[src/rtl/series_engine.sv]
// Iterative fixed-point series evaluator for cos, sin and exp.
// Coefficients come from an external synchronous ROM, addressed by {mode, term index}.
module series_engine #(
    parameter int unsigned W        = 16,
    parameter int unsigned FRAC     = 14,
    parameter int unsigned MAXTERMS = 8,
    localparam int unsigned KW      = $clog2(MAXTERMS + 1)
) (
    input  logic              clk_i,
    input  logic              rst_i,
    input  logic              start_i,
    input  logic [1:0]        mode_i,
    input  logic [W-1:0]      x_in_i,
    input  logic [W-1:0]      thr_i,
    output logic              coef_rd_o,
    output logic [KW+1:0]     coef_addr_o,
    input  logic [W-1:0]      coef_data_i,
    output logic [W-1:0]      result_o,
    output logic [KW-1:0]     nterms_o,
    output logic              done_o,
    output logic              busy_o,
    output logic              sat_o,
    output logic              err_o
);

    typedef enum logic [2:0] {
        StIdle, StArm, StInit, StPre, StMul1, StMul2, StAcc, StChk
    } state_e;

    localparam logic signed [W-1:0] One    = W'(1) << FRAC;
    localparam logic signed [W-1:0] MaxVal = {1'b0, {(W-1){1'b1}}};
    localparam logic signed [W-1:0] MinVal = {1'b1, {(W-1){1'b0}}};
    localparam logic [KW-1:0]       MaxK   = KW'(MAXTERMS);

    state_e              state_q;
    logic [1:0]          mode_q;
    logic signed [W-1:0] x_q;
    logic [W-1:0]        thr_q;
    logic signed [W-1:0] term_q;
    logic signed [W-1:0] xp_q;
    logic signed [W-1:0] res_q;
    logic [KW-1:0]       k_q;
    logic                sat_q;
    logic                err_q;

    // Full-precision product, arithmetic shift (floors), then wrap to W bits.
    function automatic logic signed [W-1:0] fx_mul(input logic signed [W-1:0] a,
                                                   input logic signed [W-1:0] b);
        logic signed [2*W-1:0] p;
        p = (2*W)'(a) * (2*W)'(b);
        p = p >>> FRAC;
        return p[W-1:0];
    endfunction

    logic                acc_sub;
    logic signed [W:0]   acc_sum;
    logic                acc_ovf;
    logic signed [W-1:0] acc_val;
    logic [W-1:0]        term_abs;

    always_comb begin
        acc_sub  = (mode_q != 2'd2) && !k_q[0];
        acc_sum  = acc_sub ? ({res_q[W-1], res_q} - {term_q[W-1], term_q})
                           : ({res_q[W-1], res_q} + {term_q[W-1], term_q});
        acc_ovf  = acc_sum[W] != acc_sum[W-1];
        acc_val  = acc_ovf ? (acc_sum[W] ? MinVal : MaxVal) : acc_sum[W-1:0];
        // The most negative value has no positive twin; clamp its magnitude.
        term_abs = (term_q == MinVal) ? MaxVal : (term_q[W-1] ? -term_q : term_q);
    end

    always_ff @(posedge clk_i) begin
        if (rst_i) begin
            state_q <= StIdle;
            mode_q  <= '0;
            x_q     <= '0;
            thr_q   <= '0;
            term_q  <= '0;
            xp_q    <= '0;
            res_q   <= '0;
            k_q     <= '0;
            sat_q   <= 1'b0;
            err_q   <= 1'b0;
        end else begin
            unique case (state_q)
                StIdle: if (start_i) state_q <= StArm;
                StArm:  if (!start_i) state_q <= StInit;
                StInit: begin
                    mode_q <= mode_i;
                    x_q    <= x_in_i;
                    thr_q  <= thr_i;
                    k_q    <= '0;
                    sat_q  <= 1'b0;
                    if (mode_i == 2'd3) begin
                        err_q   <= 1'b1;
                        state_q <= StIdle;
                    end else begin
                        err_q   <= 1'b0;
                        term_q  <= (mode_i == 2'd1) ? x_in_i : One;
                        res_q   <= (mode_i == 2'd1) ? x_in_i : One;
                        state_q <= StPre;
                    end
                end
                StPre: begin
                    xp_q    <= (mode_q == 2'd2) ? x_q : fx_mul(x_q, x_q);
                    state_q <= StMul1;
                end
                StMul1: begin
                    term_q  <= fx_mul(term_q, xp_q);
                    state_q <= StMul2;
                end
                StMul2: begin
                    term_q  <= fx_mul(term_q, coef_data_i);
                    state_q <= StAcc;
                end
                StAcc: begin
                    res_q   <= acc_val;
                    sat_q   <= sat_q | acc_ovf;
                    k_q     <= k_q + KW'(1);
                    state_q <= StChk;
                end
                StChk: begin
                    if ((term_abs < thr_q) || (k_q == MaxK)) state_q <= StIdle;
                    else                                     state_q <= StMul1;
                end
                default: state_q <= StIdle;
            endcase
        end
    end

    assign done_o      = (state_q == StIdle);
    assign busy_o      = (state_q != StIdle);
    assign coef_rd_o   = (state_q == StMul1);
    assign coef_addr_o = coef_rd_o ? {mode_q, k_q} : '0;
    assign result_o    = res_q;
    assign nterms_o    = k_q;
    assign sat_o       = sat_q;
    assign err_o       = err_q;

endmodule

[config.mk]
export PLATFORM = sky130hd
export DESIGN_NAME = series_engine
export DESIGN_NICKNAME = d
export VERILOG_FILES = /design/src/rtl/series_engine.sv
export SDC_FILE = /design/constraint.sdc
export NUM_CORES = 2
export LEC_CHECK = 0
export CORE_MARGIN = 2
export CORE_UTILIZATION = 65
export CTS_BUF_LIST = sky130_fd_sc_hd__clkbuf_8
export CTS_CLUSTER_DIAMETER = 30
export DETAILED_ROUTE_END_ITERATION = 12
export GPL_TIMING_DRIVEN = 0
export PLACE_DENSITY = 0.92
export SLEW_MARGIN = 10
export SYNTH_ARGS = -nofsm -noshare
export SYNTH_HDL_FRONTEND = slang
export SYNTH_SLANG_ARGS = --single-unit
[constraint.sdc]
create_clock -name clk_i -period 9.5 [get_ports clk_i]
set_clock_uncertainty 0.15 [all_clocks]
set_input_delay 0.95 -clock clk_i [delete_from_list [all_inputs] [get_ports clk_i]]
set_output_delay 0.95 -clock clk_i [all_outputs]
set_load 0.005 [all_outputs]
Word level (Yosys, flattened, before mapping):

Cells that the tools add are included.

* register bits: 91
* input port bits: 53
* output and inout port bits: 31

* add/subtract/negate cells: 4
* $mul: 3
* $lt $le $gt $ge: 1
* equal/unequal tests: 17
* multiplexer cells: 19
* bitwise logic cells: 1
* reduce and logical (&&, ||, !) cells: 10

Operators by type and width (count)
* two-way mux 16 bit: 7
* multiplier 16 x 16 -> 30 bit: 3
* case mux 16 bit (3 select lines): 1
* case mux 16 bit (2 select lines): 1
* case mux 3 bit (8 select lines): 1
* adder 16 x 16 -> 17 bit: 1
* two-way mux 17 bit: 1
* subtractor 16 x 16 -> 17 bit: 1
* equality test 16 bit, second input constant: 1
* < comparator 16 bit: 1
* negation 16 bit: 1
* equality test 3 bit, second input constant: 4
* two-way mux 3 bit: 3
* != test 2 bit, second input constant: 4
* case mux 4 bit (2 select lines): 1
* equality test 3 x 2 -> 1 bit, second input constant: 2
* two-way mux 6 bit: 1
* AND reduction 2 bit: 3
* nonzero test 3 bit: 2
* adder 4 x 1 -> 4 bit, second input constant: 1
* equality test 2 bit, second input constant: 2
* equality test 4 bit, second input constant: 1
* equality test 3 x 1 -> 1 bit, second input constant: 1
* zero test 3 bit: 1
* other kinds (10): 10

Longest topological paths before layout:

* depth after elaboration: 7
* depth in mapped cells: 27
* gate-level depth less buffers: 25

Worst setup path before layout:

Ideal clock, no wire load.

* path type: input port to flip-flop
* start point: in coef_data_i[1]
* end point: reg term_q[15]
* arrival time: 6.714 ns
* setup slack: 2.503 ns
* stages: 22
* buffers on the path: 1
* path through: clkbuf_1 -> nand2_1 -> inv_1 -> fa_1 -> inv_1 -> fa_1 -> inv_1 -> fa_1 -> fa_1 -> fa_1 -> fa_1 -> ha_1 -> nand4_1 -> nand2b_1 -> o22ai_1 -> a31oi_1 -> a311oi_1 -> nand2_1 -> o221ai_1 -> xnor2_1 -> a221oi_1 -> o32ai_1

* longest elaborated chain between the ends: 2

Ends and longest elaborated chain
* from (decl): line 17 `input logic [W-1:0] coef_data_i,`
* multiplier 16 x 16 -> 30 bit: line 50 `p = (2*W)'(a) * (2*W)'(b);`
* case mux 16 bit (3 select lines): line 84 `unique case (state_q)`
* to (signal assigned): line 98 `term_q <= (mode_i == 2'd1) ? x_in_i : One;`
* to (signal assigned): line 108 `term_q <= fx_mul(term_q, xp_q);`
* to (signal assigned): line 112 `term_q <= fx_mul(term_q, coef_data_i);`
* to (decl): line 39 `logic signed [W-1:0] term_q;`

No other way between the ends.
A chain may end at the register's enable or synchronous reset.

Final worst setup path:

* start point: reg term_q[15]
* end point: reg term_q[15]

* longest elaborated chain between the ends: 2
* elaborated cells between the ends (all ways): 3
* classes of those cells: mul (2); mux (1)

Ends and longest elaborated chain (line)
* multiplier 16 x 16 -> 30 bit: 50
* case mux 16 bit (3 select lines) (*): 84

Mark *: on every way between the ends. The rest lies on a longest branch, timed or not.

==> metrics.txt <==
CTS sink cnt=about 90; Max Fclk=around 110 MHz; pre-CTS setup slack=around 0.70 ns; setup bufs post-CTS=0; MaxCap Viol Count=0; Worst Hold Path Cells=2; worst hold path class=flop to flop; Final Max Slew Viols=0; share of cells above drive strength 1=under 10%; worst skew pair latency=roughly 0.38 ns; CTS tree=yes; number of enable flip-flop cells after synthesis=0; Synth async-reset ratio=0%; Post-DP Area=33400 µm²; core footprint=roughly 49000 µm²; Setup crit start=term_q[15]; Reg-to-Reg Start=term_q[15]; drc violations=0; R2R Setup Slk=between 0.7 and 0.8 ns; crit share post-route=approximately nine tenths; Largest stage delay, worst path=0.75 ns; WHS Endpoint=thr_q[1]; Final Instance Area=between 30000 and 40000 µm²; Rel. slew slack=roughly 28%; run status=finished, final reports clean; sequential share of the synthesized area=about 5.7%; Post-Synthesis Net Count=4675; P&R area growth vs syn=5.71%; pin count of the biggest net entering global routing=15; clock slew at reported path FFs=roughly 0.1 ns; kind of critical path=flop to flop; antenna-violating nets left=0; drt pass-1 iters=7; Initial Util=65.4%; HPWL Detailed=between 70000 and 80000 µm; Initial DRC Count=about 2.7k; Worst path most repeated cell=fa_1; GRT Total Usage=between 30% and 40%; Worst Path Max Fanout=10; via count=between 20k and 30k; FF+latch count, synth=just over 90; clk root buf=clkbuf_8; worst hold start=thr_q[1]; vias per inst=5.99; setup tns final=0 ns; Crit path required time=approximately 9.6 ns; Post-Syn Area per Cell=between 8 and 9 µm²; Final WS setup=about 0.78 ns; Yosys Warn Count=0; Reg-to-Reg End=term_q[15]; CTS Hold Bufs=0; area of the die=50800 µm²; Yosys cell types=71; Worst-Margin Slew=roughly 1.1 ns; total CTS buffers=9; Startpoint Class=flop; wire length of the first global-routing pass=approximately 140000 µm; global route overflow=0; CP Cell Sequence=clkbuf_1 -> buf_1 -> nand2_1 -> inv_1 -> fa_1 -> inv_1 -> fa_1 -> inv_1 -> fa_1 -> fa_1 -> fa_1 -> fa_1 -> ha_1 -> nand4_1 -> nand2b_1 -> o22ai_1 -> a31oi_1 -> a311oi_1 -> nand2_1 -> o221ai_1 -> xnor2_1 -> a221oi_1 -> o32ai_1; RSZ-0062 raised after global routing=false; antenna violations before repair=3; Reg2Reg Depth=23; Hold Vio Cnt, Final=0; vias in the first global route=around 28k; GP Congestion=approximately 1; final setup fails=0; Bufs on Longest Clock Path=2; final layout net count=4769; ys flop type=dfxtp_1; Die X=225 µm; Worst Setup End Kind=flop; Post-Syn Instances=3637; H-tree Lvls=3; Final Util=69.2%; Total Wirelength=91200 µm; buffers added on ports=83; Post-CTS Resized=0; post-layout min period=8.72 ns; CP arrival=slightly below 9 ns; Peak VDD IR=around 0.16 mV; Crit-path slowest cell=buf_1; drt wl/cell=between 20 and 25 µm; Die Height=225 µm; Leakage Power=~17 nW; row count=81; pwr dens=just under 100 nW/µm²; Top Ports=84; Synth Cell Area=~32000 µm²
## critical path, delay by kind of cell (launching register included)
kind / cells / cell delay [ns]
buffers and inverters: 5 / 1.88
XOR/XNOR: 1 / 0.20
adder cells (fa/ha/maj): 7 / 3.46
AND/OR/NAND/NOR: 4 / 0.83
AO/OA/AOI/OAI: 6 / 1.50
flip-flops: 1 / 0.55
## cell families after synthesis
family | Yosys count | synth area share, %
buffers and inverters | 1049 | 12.4
AND/OR/NAND/NOR | 1022 | 15.6
adder cells (fa/ha/maj) | 985 | 55.7
AO/OA/AOI/OAI | 371 | 7.31
XOR/XNOR | 117 | 3.22
flip-flops | 91 | 5.72
multiplexers | 2 | 0.0668
## metrics by stage
step	total power, W	hold WS [ns]	std cells
final	0.00328	0.312	4360
after detailed placement	0.00291	0.298	4342
after floorplan	0.00214	0.286	3637
after global routing	0.00350	0.330	4358
after CTS	0.00319	0.310	4358
after global placement	0.00280	0.296	4342
## area by class of cell
type | count | area (µm²)
well taps | 622 | 778
clock inverters | 5 | 52.6
fillers | 3489 | 15000
repair buffers | 83 | 831
flip-flops and latches | 91 | 1820
clock buffers | 11 | 151
multi-input cells | 2497 | 26100
diodes | 2 | 5.00
inverters | 885 | 3320
plain buffers | 164 | 627
## worst max path at each step
stage / end / slack [ns]
final: term_q[15] / 0.78
after global routing: term_q[15] / 0.56
after CTS: term_q[15] / 1.07
after detailed placement: term_q[15] / 0.70
after global placement: term_q[15] / 0.97
after floorplan: term_q[15] / 2.50
## Yosys cell counts (all sizes together), types with 3 or more instances
cell       n  area (µm²)
a2111oi    6        65.1
a211oi    29         218
a21bo      3        30.0
a21o      15         113
a21oi    132         661
a221oi    10        93.8
a22oi      9        67.6
a311oi     8        70.1
a31o       3        26.3
a31oi     13        81.3
and2     293        1830
and3      12        75.1
and4       6        55.1
buf       10        48.8
clkbuf   154         578
dfxtp     91        1820
fa       721       14400
ha       264        3300
inv      885        3320
nand2    445        1670
nand2b    33         206
nand3     12        60.1
nand4     12        75.1
nor2     135         507
nor2b     16         100
nor3      25         130
nor4       5        46.3
o2111ai    4        35.0
o211ai     3        22.5
o21a      16         120
o21ai     79         395
o21bai     9        67.6
o22ai     10        62.6
o31ai      3        22.5
or2        5        31.3
or3       15        93.8
xnor2     83         727
xor2      34         298
## cell usage in the layout (no fill, tap or decap), types with 5 or more instances in the layout
cell type | synthesis | final
nor3_1 | 24 | 24
o21ai_0 | 77 | 77
nand2_1 | 445 | 445
clkdlybuf4s50_1 | 0 | 83
a21o_1 | 15 | 15
a311oi_1 | 8 | 8
nor2b_1 | 16 | 16
buf_1 | 8 | 8
nand4_1 | 12 | 12
or3_1 | 15 | 15
clkbuf_8 | 0 | 11
nand2b_1 | 33 | 33
o21a_1 | 16 | 16
a211oi_1 | 29 | 29
or2_2 | 5 | 5
ha_1 | 264 | 264
nand3_1 | 12 | 12
and4_1 | 5 | 5
clkbuf_1 | 154 | 154
xnor2_1 | 83 | 83
o22ai_1 | 10 | 10
o21bai_1 | 9 | 9
fa_1 | 721 | 721
and3_1 | 12 | 12
a21oi_1 | 132 | 132
inv_1 | 881 | 882
a22oi_1 | 9 | 9
dfxtp_1 | 91 | 91
and2_1 | 293 | 293
xor2_1 | 34 | 34
nor2_1 | 135 | 135
a221oi_1 | 9 | 9
a31oi_1 | 13 | 13
## sequential cells by signal (all words and copies together), names as in the netlist
register and flops:
thr_q 16, term_q 16, mode_q 2, result_o 16
nterms_o 4, sat_o 1, state_q 3, xp_q 16
x_q 16, err_o 1
## where the power goes
group | switching (W) | internal (W) | total [W]
combinational | 0.00161 | 0.000956 | 0.00256
clock | 0.000150 | 0.000135 | 0.000285
sequential | 0.0000322 | 0.000405 | 0.000437
## routing by layer
layer | part of all wire (%) | GRT usage, %
met5 | 0.047 | 0
met4 | 7.2 | 21.8
met3 | 14 | 11.5
met2 | 44 | 57.3
met1 | 35 | 47.8
Power figures use the tool's default switching activity.
